### src/rtl/mul_booth_r4.sv
// mul_booth_r4: sequential radix-4 Booth multiplier for RV32M MUL/MULH/MULHSU/MULHU
module mul_booth_r4 #(
  parameter int DW = 32
) (
  input  logic          clk,
  input  logic          rst,
  input  logic          start,
  input  logic [1:0]    op,
  input  logic [DW-1:0] multiplicand,
  input  logic [DW-1:0] multiplier,
  output logic          busy,
  output logic          done,
  output logic [DW-1:0] result
);
  localparam int N  = (DW + 2) / 2;
  localparam int CW = $clog2(N);
  typedef enum logic [1:0] {IDLE, RUN, DONE} state_t;
  state_t          state_q, state_d;
  logic [CW-1:0]   cnt_q, cnt_d;
  logic [1:0]      op_q, op_d;
  logic [DW+1:0]   mcand_q, mcand_d;
  logic [DW+2:0]   mplier_q, mplier_d;
  logic [2*DW-1:0] acc_q, acc_d, pp_w;
  logic [DW-1:0]   result_q, result_d;
  logic [DW+2:0]   m1, m2, pp;
  logic            last, mcand_s, mplier_s;
  // Accumulator keeps only the low 2*DW product bits; higher bits never reach the result.
  always_comb begin
    m1       = {mcand_q[DW+1], mcand_q};
    m2       = {mcand_q, 1'b0};
    pp       = (mplier_q[2:0] == 3'b001 || mplier_q[2:0] == 3'b010) ? m1 :
               (mplier_q[2:0] == 3'b011) ? m2 :
               (mplier_q[2:0] == 3'b100) ? -m2 :
               (mplier_q[2:0] == 3'b101 || mplier_q[2:0] == 3'b110) ? -m1 : '0;
    pp_w     = {{(DW-3){pp[DW+2]}}, pp} << {cnt_q, 1'b0};
    last     = cnt_q == CW'(N - 1);
    mcand_s  = ~&op & multiplicand[DW-1];
    mplier_s = ~op[1] & multiplier[DW-1];
    state_d  = state_q;
    cnt_d    = cnt_q;
    op_d     = op_q;
    mcand_d  = mcand_q;
    mplier_d = mplier_q;
    acc_d    = acc_q;
    result_d = result_q;
    case (state_q)
      IDLE: if (start) begin
        state_d  = RUN;
        op_d     = op;
        mcand_d  = {{2{mcand_s}}, multiplicand};
        mplier_d = {{2{mplier_s}}, multiplier, 1'b0};
        acc_d    = '0;
        cnt_d    = '0;
      end
      RUN: begin
        acc_d    = acc_q + pp_w;
        mplier_d = mplier_q >> 2;
        cnt_d    = last ? '0 : cnt_q + CW'(1);
        state_d  = last ? DONE : RUN;
        result_d = !last ? result_q : (op_q == 2'b00) ? acc_d[DW-1:0] : acc_d[2*DW-1:DW];
      end
      DONE:    state_d = IDLE;
      default: state_d = IDLE;
    endcase
  end
  always_ff @(posedge clk) begin
    if (rst) begin
      state_q  <= IDLE;
      cnt_q    <= '0;
      op_q     <= '0;
      mcand_q  <= '0;
      mplier_q <= '0;
      acc_q    <= '0;
      result_q <= '0;
    end else begin
      state_q  <= state_d;
      cnt_q    <= cnt_d;
      op_q     <= op_d;
      mcand_q  <= mcand_d;
      mplier_q <= mplier_d;
      acc_q    <= acc_d;
      result_q <= result_d;
    end
  end
  assign busy   = state_q != IDLE;
  assign done   = state_q == DONE;
  assign result = result_q;
endmodule

### config.mk
export PLATFORM = sky130hd
export DESIGN_NAME = mul_booth_r4
export DESIGN_NICKNAME = d
export VERILOG_FILES = /design/src/rtl/mul_booth_r4.sv
export SDC_FILE = /design/constraint.sdc
export NUM_CORES = 1
export LEC_CHECK = 0
export ABC_CLOCK_PERIOD_IN_PS = 13880
export BUFFER_PORTS_ARGS = -buffer_cell sky130_fd_sc_hd__buf_2
export CELL_PAD_IN_SITES_DETAIL_PLACEMENT = 1
export CELL_PAD_IN_SITES_GLOBAL_PLACEMENT = 1
export CORE_MARGIN = 2
export CORE_UTILIZATION = 49
export DETAILED_ROUTE_END_ITERATION = 6
export PLACE_DENSITY_LB_ADDON = 0.1
export RECOVER_POWER = 25
export SLEW_MARGIN = 20
export SYNTH_ARGS = -nofsm -noshare
export SYNTH_HDL_FRONTEND = slang
export SYNTH_SLANG_ARGS = --single-unit
### constraint.sdc
create_clock -name clk -period 13.88 [get_ports clk]
set_input_delay 3.47 -clock clk [delete_from_list [all_inputs] [get_ports clk]]
set_output_delay 3.47 -clock clk [all_outputs]
set_load 0.005 [all_outputs]
==> impl_metrics.env, run 1 <==
export IMPL_synth_top_area_frac=0.236
export IMPL_critPathArrivalTime_ns=8.62
export IMPL_fp_dieArea_um2=31200
export IMPL_layout_worst_path_cycle_share=0.596
export IMPL_postRouteAntennaNets=0
export IMPL_synth_area_leader_cell="dfxtp_1"
export IMPL_fin_tns_setup_ns=0
export IMPL_dieWidth_um=177
export IMPL_cts_resized=0
export IMPL_drt_iter0_markers=2057
export IMPL_multiInputGateArea_um2=10300
export IMPL_cts_root_buf="clkbuf_16"
export IMPL_power_density_nw_per_um2=118
export IMPL_hp_class="flip-flop to flip-flop"
export IMPL_cts_setup_buffers=0
export IMPL_rsz0062_at_grt="no"
export IMPL_drcViolationCount=0
export IMPL_syn_to_final_growth_pct=7.95
export IMPL_netlist_top_cells_area="dfxtp_1 (24%), nand2_1 (8.1%), a21oi_1 (7.3%)"
export IMPL_place_congestion=1.04
export IMPL_synth_warnings=0
export IMPL_run_status="complete, but fails checks"
export IMPL_overflow=0
export IMPL_relSlewSlack=-1.32
export IMPL_syn_inst=2057
export IMPL_seq_area_frac_synth=0.236
export IMPL_syn_cell_area_um2=14600
export IMPL_core_um2=29500
export IMPL_numCtsBuffers=17
export IMPL_p_total_mw=1.86
export IMPL_die_y_um=177
export IMPL_num_rows=63
export IMPL_drt_pass1_iter_count=6
export IMPL_io_buffer_count=102
export IMPL_failed_checks="capacitance limit, slew limit"
export IMPL_grt_max_degree=78
export IMPL_final_layout_size_suffix_gt1_frac=0.0956
export IMPL_cts_buffer_depth=2
export IMPL_hpwl_mm=44.6
export IMPL_vias_per_cell=6.83
export IMPL_leakage_nw=6.42
export IMPL_vias=16600
export IMPL_tritoncts="built"
export IMPL_cts_max_level=4
export IMPL_max_cap_violations=3
export IMPL_wire_per_inst_um=25.1
export IMPL_period_needed_ns=8.27
export IMPL_met1_usage=0.565
export IMPL_nNetsFinal=2163
export IMPL_grt_pass1_wl_mm=94.5
export IMPL_synth_edf_count=0
export IMPL_path_class="primary input to flip-flop"
export IMPL_ys_flop_type="dfxtp_1"
export IMPL_first_global_vias=16000
export IMPL_critical_path_required_ns=14.22
export IMPL_ys_seq_elements=172
export IMPL_cp_start_kind="primary input"
export IMPL_worst_clock_skew_ns=0.0196
export IMPL_cts_sinks=172
export IMPL_layout_commonest_cell="nand2_1"
export IMPL_cts_hold_buffers_added=0
export IMPL_seqCellArea_um2=3440
export IMPL_fmax_ghz=0.121
export IMPL_initial_core_util=0.495
export IMPL_grtUsageMet2=0.577
export IMPL_synthesis_nets=2193
export IMPL_syn_area_per_cell_um2=7.09
export IMPL_mostFrequentLayoutCells="nand2_1 (312), a21oi_1 (212), nor2_1 (189)"
export IMPL_io_pins=103
export IMPL_finalSetupViolations=0
export IMPL_clock_latency_ns=0.47
export IMPL_synthArstFlopShare=0
export IMPL_tightest_slew_ns=3.47
export IMPL_cp_end_kind="flip-flop"
export IMPL_routed_wl_mm=61.1
export IMPL_top_usage_layer="met2"
export IMPL_path_clk_slew_ns=0.08
export IMPL_cp_max_fo=67
export IMPL_synth_distinct_cells=80
export IMPL_vdd_drop_max_v=0.000109
export IMPL_maxSlewViolCount=195
export IMPL_grt_use_met3=0.0685
export IMPL_hold_viol_final=0
export IMPL_gr_usage_all_layers=0.389
export IMPL_antenna_found_initial=1
export IMPL_fill_cells=3798
==> synthesized netlist by cell type, types with 15 or more instances <==
library cell  number
a211oi_1          19
a21o_1            32
a21oi_1          212
a22o_1            23
a311oi_1          37
a31oi_1           26
and3_1            15
buf_1             21
clkbuf_1         147
dfxtp_1          172
ha_1              66
inv_1             39
mux2_2            23
mux2i_1           46
nand2_1          313
nand3_1           72
nand4_1           27
nor2_1           191
nor3_1            36
nor4_1            15
o211ai_1          15
o21ai_0          135
o22ai_1           28
o31ai_1           18
or3_1             15
xnor2_1           55
xor2_1            27
==> registers in the layout, summed over array words and instances (netlist names) <==
name and cells:
acc_q 64, mplier_q 34, mcand_q 33, result 32
cnt_q 5, op_q 2, state_q 2
==> logic make-up (layout without fill, tap and decap cells) <==
logic type               count (synthesis)  count (layout)  synth area share
AND/OR/NAND/NOR                        754             754             0.231
AO/OA/AOI/OAI                          683             683             0.303
buffers and inverters                  219             202            0.0581
flip-flops                             172             172             0.236
XOR/XNOR                                82              82            0.0493
multiplexers                            78              78            0.0627
adder cells (fa/ha/maj)                 69              69            0.0594
other                                    0               1                 0
==> metrics by stage <==
stage / std cells / utilization / hold slack (ns) / area [µm²] / setup WS (ns)
after floorplan: 2057 / - / 0.444 / 14600 / 7.56
after global placement: 2398 / 0.513 / 0.431 / 15100 / 6.40
after detailed placement: 2398 / 0.513 / 0.442 / 15100 / 6.39
after CTS: 2430 / 0.535 / 0.462 / 15800 / 6.32
after global routing: 2430 / 0.534 / 0.491 / 15700 / 5.29
final: 2431 / 0.534 / 0.458 / 15700 / 5.61
==> power breakdown <==
part / internal, mW / switching (mW) / leakage [nW]
Sequential: 0.524 / 0.0331 / 1.40
Clock: 0.280 / 0.261 / 0.310
Combinational: 0.252 / 0.513 / 4.71
Total: 1.06 / 0.808 / 6.42
==> cell type report <==
type | count | share of cell area
multi-input combinational | 1666 | 0.656
inverter | 41 | 0.00978
sequential | 172 | 0.219
tap | 390 | 0.0310
timing repair buffer | 129 | 0.0430
clock inverter | 15 | 0.0140
antenna | 1 | 0.000159
clock buffer | 17 | 0.0270
==> path summary, 6_finish.rpt <==
| check | slack (ns) | depth (start not counted) | from | endpoint |
|---|---|---|---|---|
| hold reg to reg | 0.46 | 2 | result[15] | result[15] |
| setup / recovery | 5.61 | 5 | rst | result[27] |
| setup reg to reg | 6.13 | 26 | mcand_q[0] | result[28] |
| hold / removal | 0.46 | 2 | result[15] | result[15] |
==> layer usage <==
| metal | part of all wire | wire, µm | vias to the layer above |
|---|---|---|---|
| met3 | 0.083 | 5090 | 138 |
| met4 | 0.028 | 1730 | 2 |
| met5 | 0.00021 | 13 | - |
| met1 | 0.46 | 28000 | 8243 |
| li1 | - | - | 7446 |
| met2 | 0.43 | 26300 | 772 |
==> critical path: stages <==
cell	delay, ns
clkbuf_1	2.41
clkbuf_1	1.87
nor2_2	0.03
buf_4	0.37
a221o_1	0.40
(Power assumes the default switching activity.)
==> run 2, diff against run 1 <==
- ABC_AREA: not set -> 1
- ABC_CLOCK_PERIOD_IN_PS: 13880 -> 7000
- CORE_UTILIZATION: 49 -> 39
- clock period: 13.88 -> 7 ns (I/O delays scaled with it)
==> run 2 against run 1 <==
Net effect: the run still ends with capacitance limit, slew limit left; setup slack got worse by 4.8 ns; global-route usage is 6.0 points lower; sequential power increased by 99%; non-clock buffer count down 9; power increased by 100%; wire length grew 4.2%; clock power up 87%; synthesized cell count is 20% higher; largest power group unchanged; highest routed layer unchanged.
==> impl_metrics.env, run 2 <==
export IMPL_tritoncts="built"
export IMPL_hpwl_mm=50.0
export IMPL_synthesis_nets=2604
export IMPL_vias_per_cell=5.69
export IMPL_die_y_um=199
export IMPL_path_clk_slew_ns=0.07
export IMPL_run_status="complete, but fails checks"
export IMPL_worst_clock_skew_ns=0.0184
export IMPL_overflow=0
export IMPL_drcViolationCount=0
export IMPL_ys_seq_elements=172
export IMPL_cp_start_kind="flip-flop"
export IMPL_synth_mux_area_frac=0.00135
export IMPL_critPathMaxStageDelay_ns=0.54
export IMPL_postRouteAntennaNets=0
export IMPL_max_cap_violations=1
export IMPL_layout_commonest_cell="nand2_1"
export IMPL_cts_resized=0
export IMPL_synth_distinct_cells=61
export IMPL_dpl_cell_count=2982
export IMPL_vias=17200
export IMPL_syn_cell_area_um2=14800
export IMPL_fill_cells=5183
export IMPL_cts_sinks=172
export IMPL_grt_max_degree=80
export IMPL_fin_tns_setup_ns=0
export IMPL_gr_usage_all_layers=0.329
export IMPL_syn_inst=2468
export IMPL_synth_compound_area_frac=0.233
export IMPL_layout_worst_path_cycle_share=0.884
export IMPL_hold_viol_final=0
export IMPL_cts_max_level=4
export IMPL_syn_to_final_growth_pct=9.35
export IMPL_period_needed_ns=6.19
export IMPL_synth_edf_count=0
export IMPL_clock_latency_ns=0.50
export IMPL_cp_end_kind="flip-flop"
export IMPL_tightest_slew_ns=2.26
export IMPL_antenna_found_initial=4
export IMPL_wire_per_inst_um=21.1
export IMPL_rsz0062_at_grt="no"
export IMPL_failed_checks="capacitance limit, slew limit"
export IMPL_largest_register_ff_count=64
export IMPL_num_rows=71
export IMPL_relSlewSlack=-0.507
export IMPL_first_global_vias=17000
export IMPL_cts_hold_buffers_added=0
export IMPL_fin_cells=3018
export IMPL_synthAdderAreaFrac=0.0571
export IMPL_critPathArrivalTime_ns=6.53
export IMPL_final_layout_size_suffix_gt1_frac=0.0827
export IMPL_fmax_ghz=0.162
export IMPL_fp_dieArea_um2=39500
export IMPL_synth_area_leader_cell="dfxtp_1"
export IMPL_cp_max_fo=26
export IMPL_syn_area_per_cell_um2=6.00
export IMPL_io_buffer_count=102
export IMPL_synth_xor_area_frac=0.0361
export IMPL_critical_path_required_ns=7.34
export IMPL_netlist_top_cells_area="dfxtp_1 (23%), nand2_1 (16%), nand3_1 (7.4%)"
export IMPL_routed_wl_mm=63.7
export IMPL_drt_iter0_markers=1525
export IMPL_mostFrequentLayoutCells="nand2_1 (630), inv_1 (220), nand3_1 (218)"
export IMPL_maxSlewViolCount=64
export IMPL_initial_core_util=0.395
export IMPL_nNetsFinal=2626
export IMPL_grt_pass1_wl_mm=98.5
export IMPL_synth_warnings=0
export IMPL_place_congestion=0.990
export IMPL_leakage_nw=7.15
export IMPL_top_register="acc_q"
export IMPL_crit_slowest_cell="xnor2_1"
export IMPL_numCtsBuffers=17
export IMPL_synth_top_area_frac=0.233
export IMPL_ys_flop_type="dfxtp_1"
export IMPL_path_class="flip-flop to flip-flop"
export IMPL_cts_buffer_depth=2
export IMPL_dieWidth_um=199
export IMPL_finalSetupViolations=0
export IMPL_cts_root_buf="clkbuf_16"
export IMPL_synthArstFlopShare=0
export IMPL_synth_commonest_cells="nand2_1 (632), inv_1 (222), nor2_1 (219), nand3_1 (218), a21oi_1 (217)"
export IMPL_hp_class="flip-flop to flip-flop"
export IMPL_synth_simple_area_share=0.348
export IMPL_power_density_nw_per_um2=230
export IMPL_core_um2=37500
export IMPL_seq_area_frac_synth=0.233
export IMPL_synth_top_family_by_area="simple AND/OR/NAND/NOR gates"
export IMPL_io_pins=103
export IMPL_top_regs="acc_q: 64 flops, mplier_q: 34 flops, mcand_q: 33 flops"
export IMPL_vdd_drop_max_v=0.000226
export IMPL_synth_most_common_cell="nand2_1"
export IMPL_drt_pass1_iter_count=5
export IMPL_cts_setup_buffers=0
==> run 2: cell type report <==
| cell class | count | area [µm²] | area share |
|---|---|---|---|
| clock buffers | 19 | 433 | 0.0267 |
| inverters | 237 | 891 | 0.0550 |
| multi-input cells | 1942 | 10000 | 0.619 |
| repair buffers | 120 | 608 | 0.0376 |
| flip-flops and latches | 172 | 3440 | 0.213 |
| clock inverters | 13 | 146 | 0.00904 |
| diodes | 4 | 10.0 | 0.000618 |
| well taps | 511 | 639 | 0.0395 |
==> run 2: routing by layer <==
| layer | GRT usage | vias to the layer above | share of wire |
|---|---|---|---|
| met2 | 0.492 | 454 | 0.42 |
| met1 | 0.469 | 8350 | 0.49 |
| met3 | 0.0832 | 61 | 0.079 |
| li1 | - | 8318 | - |
| met5 | 0 | - | 0.00011 |
| met4 | 0.0766 | 2 | 0.014 |
==> run 2: logic make-up (layout without fill, tap and decap cells) <==
kind of cell,count (synthesis),after routing
buf+inv,354,389
simple gates,1194,1194
flops,172,172
fa+ha+maj,67,67
compound gates,618,618
xor+xnor,61,61
other cells,0,4
mux,2,2
==> run 2: path summary, 6_finish.rpt <==
kind	startpoint	endpoint	slack (ns)	depth (start not counted)
worst min register to register	result[1]	result[1]	0.46	2
worst min-delay path	result[1]	result[1]	0.46	2
worst max-delay path	mplier_q[2]	acc_q[50]	0.81	27
worst max register to register	mplier_q[2]	acc_q[50]	0.81	27
==> run 2: critical path, delay by kind of cell (launching register included) <==
kind            cells  cell delay (ns)
compound gates     13             2.48
buf+inv             4             0.90
simple gates        8             1.20
fa+ha+maj           1             0.40
xor+xnor            1             0.54
flops               1             0.50
==> run 2: report_power, final <==
group	switching [mW]	total, mW	internal, mW
sequential	0.0657	1.11	1.05
clock	0.507	1.01	0.507
combinational	1.14	1.60	0.457
total	1.71	3.72	2.01
==> run 2: per-stage QoR <==
step | util | setup WS (ns) | hold slack [ns] | area [µm²] | power [mW]
5_1_grt | 0.432 | 0.322 | 0.474 | 16200 | 3.94
4_1_cts | 0.433 | 1.06 | 0.459 | 16200 | 3.71
3_3_place_gp | 0.417 | 1.14 | 0.431 | 15600 | 2.66
3_5_place_dp | 0.417 | 1.09 | 0.441 | 15600 | 2.68
2_1_floorplan | - | 3.15 | 0.445 | 14800 | 2.15
6_report | 0.432 | 0.809 | 0.457 | 16200 | 3.72
==> run 3, diff against run 2 <==
- CORE_ASPECT_RATIO: not set -> 2
- MAX_ROUTING_LAYER: not set -> met4
==> run 3 against run 2 <==
Net effect: the run ends with DRC, capacitance limit, slew limit left; clock power increased by 5%; non-clock buffer count unchanged; first-iteration DRC count decreased by 22%; via count decreased by 1.7%; sequential power about the same; clock skew about the same; final cell count decreased by 1.7%; power increased by 0.29%; critical path type unchanged; largest cell class unchanged; highest routed layer is now met4.
==> impl_metrics.env, run 3 (same netlist as run 2, synthesis figures left out) <==
export IMPL_run_status="complete, but fails checks"
export IMPL_failed_checks="DRC, capacitance limit, slew limit"
export IMPL_cts_hold_buffers_added=0
export IMPL_final_util=0.429
export IMPL_postRouteAntennaNets=0
export IMPL_leakage_nw=7.18
export IMPL_max_cap_violations=3
export IMPL_drt_iter0_markers=1183
export IMPL_relSlewSlack=-1.65
export IMPL_tritoncts="built"
export IMPL_placed_area_um2=15600
export IMPL_r2r_start="mplier_q[0]"
export IMPL_cts_sinks=172
export IMPL_mostFrequentLayoutCells="nand2_1 (630), inv_1 (221), nand3_1 (218)"
export IMPL_hold_viol_final=0
export IMPL_path_class="flip-flop to flip-flop"
export IMPL_cts_max_level=4
export IMPL_top_register="acc_q"
export IMPL_numCtsBuffers=17
export IMPL_worst_clock_skew_ns=0.0180
export IMPL_critPathArrivalTime_ns=6.21
export IMPL_grt_max_degree=77
export IMPL_crit_path_start="mplier_q[0]"
export IMPL_min_from="result[24]"
export IMPL_routed_wl_mm=62.1
export IMPL_rsz0062_at_grt="no"
export IMPL_finalSetupViolations=0
export IMPL_gr_usage_all_layers=0.324
export IMPL_nNetsFinal=2626
export IMPL_tightest_slew_ns=3.97
export IMPL_io_buffer_count=102
export IMPL_vias_per_cell=5.69
export IMPL_drt_pass1_iter_count=7
export IMPL_grt_pass1_wl_mm=96.8
export IMPL_fin_tns_setup_ns=0
export IMPL_initial_core_util=0.393
export IMPL_cts_root_buf="clkbuf_16"
export IMPL_clock_latency_ns=0.48
export IMPL_num_rows=101
export IMPL_syn_to_final_growth_pct=9.20
export IMPL_path_clk_slew_ns=0.09
export IMPL_cp_common_cell="nand2_1"
export IMPL_top_regs="acc_q: 64 flops, mplier_q: 34 flops, mcand_q: 33 flops"
export IMPL_final_layout_size_suffix_gt1_frac=0.0859
export IMPL_cts_resized=0
export IMPL_fmax_ghz=0.171
export IMPL_overflow=0
export IMPL_vdd_drop_max_v=0.000178
export IMPL_cp_max_fo=26
export IMPL_io_pins=103
export IMPL_core_um2=37700
export IMPL_period_needed_ns=5.86
export IMPL_power_density_nw_per_um2=231
export IMPL_hpwl_mm=48.6
export IMPL_layout_commonest_cell="nand2_1"
export IMPL_cp_start_kind="flip-flop"
export IMPL_first_global_vias=16900
export IMPL_place_congestion=1.01
export IMPL_maxSlewViolCount=180
export IMPL_cts_setup_buffers=0
export IMPL_finalInstanceArea_um2=16200
export IMPL_largest_register_ff_count=64
export IMPL_hp_class="flip-flop to flip-flop"
export IMPL_layout_worst_path_cycle_share=0.837
export IMPL_drcViolationCount=3
export IMPL_cts_buffer_depth=2
export IMPL_wire_per_inst_um=20.9
export IMPL_die_y_um=280
export IMPL_vias=16900
export IMPL_crit_slowest_cell="nor2_1"
export IMPL_dieWidth_um=142
export IMPL_critical_path_required_ns=7.35
export IMPL_antenna_found_initial=0
export IMPL_antenna_cells=0
export IMPL_critPathMaxStageDelay_ns=0.47
export IMPL_fp_dieArea_um2=39600
export IMPL_cp_end_kind="flip-flop"
-- run 3: changes by cell type in the layout (fill, tap and decap cells not counted), moves of 2 or more --
cell and delta:
buf_2 +6, clkbuf_1 -7, clkinvlp_4 +2, diode_2 -4
-- run 3: layer usage --
metal,vias up,track usage,part of all wire
met5,-,-,0
met4,0,0.125,0.039
met3,85,0.0362,0.042
met2,442,0.545,0.48
met1,8066,0.396,0.44
li1,8292,-,-
-- run 3: final timing paths --
path	endpoint	slack (ns)	depth (start not counted)
setup / recovery	acc_q[50]	1.14	28
hold / removal	result[24]	0.45	2
setup reg to reg	acc_q[50]	1.14	28
hold reg to reg	result[24]	0.45	2
-- run 3: worst max-delay path: cells and delay by family (launching register included) --
family,cells,cell delay (ns)
flops,1,0.35
buf+inv,4,0.92
compound gates,11,2.33
xor+xnor,1,0.27
simple gates,11,1.48
fa+ha+maj,1,0.37
-- run 3: power breakdown --
part | total [mW] | switching (mW) | internal (mW)
sequential | 1.11 | 0.0652 | 1.05
combinational | 1.56 | 1.11 | 0.459
clock | 1.06 | 0.506 | 0.552
total | 3.73 | 1.68 | 2.06
-- run 3: layout make-up --
cell class                      instances  area (µm²)
Sequential cell                       172        3450
Tap cell                              463         579
Fill cell                            5210       21500
Timing Repair Buffer                  120         612
Multi-Input combinational cell       1942       10000
Inverter                              237         891
Clock inverter                         14         175
Clock buffer                           18         439
-- run 3: stage by stage --
step                      setup WS [ns]  hold slack [ns]  total power, mW  cells
after global routing              0.646            0.480             3.94   2966
after detailed placement           1.25            0.435             2.67   2934
after global placement             1.28            0.437             2.66   2934
after CTS                          1.19            0.454             3.74   2966
final                              1.14            0.453             3.73   2966
after floorplan                    3.15            0.445             2.15   2468
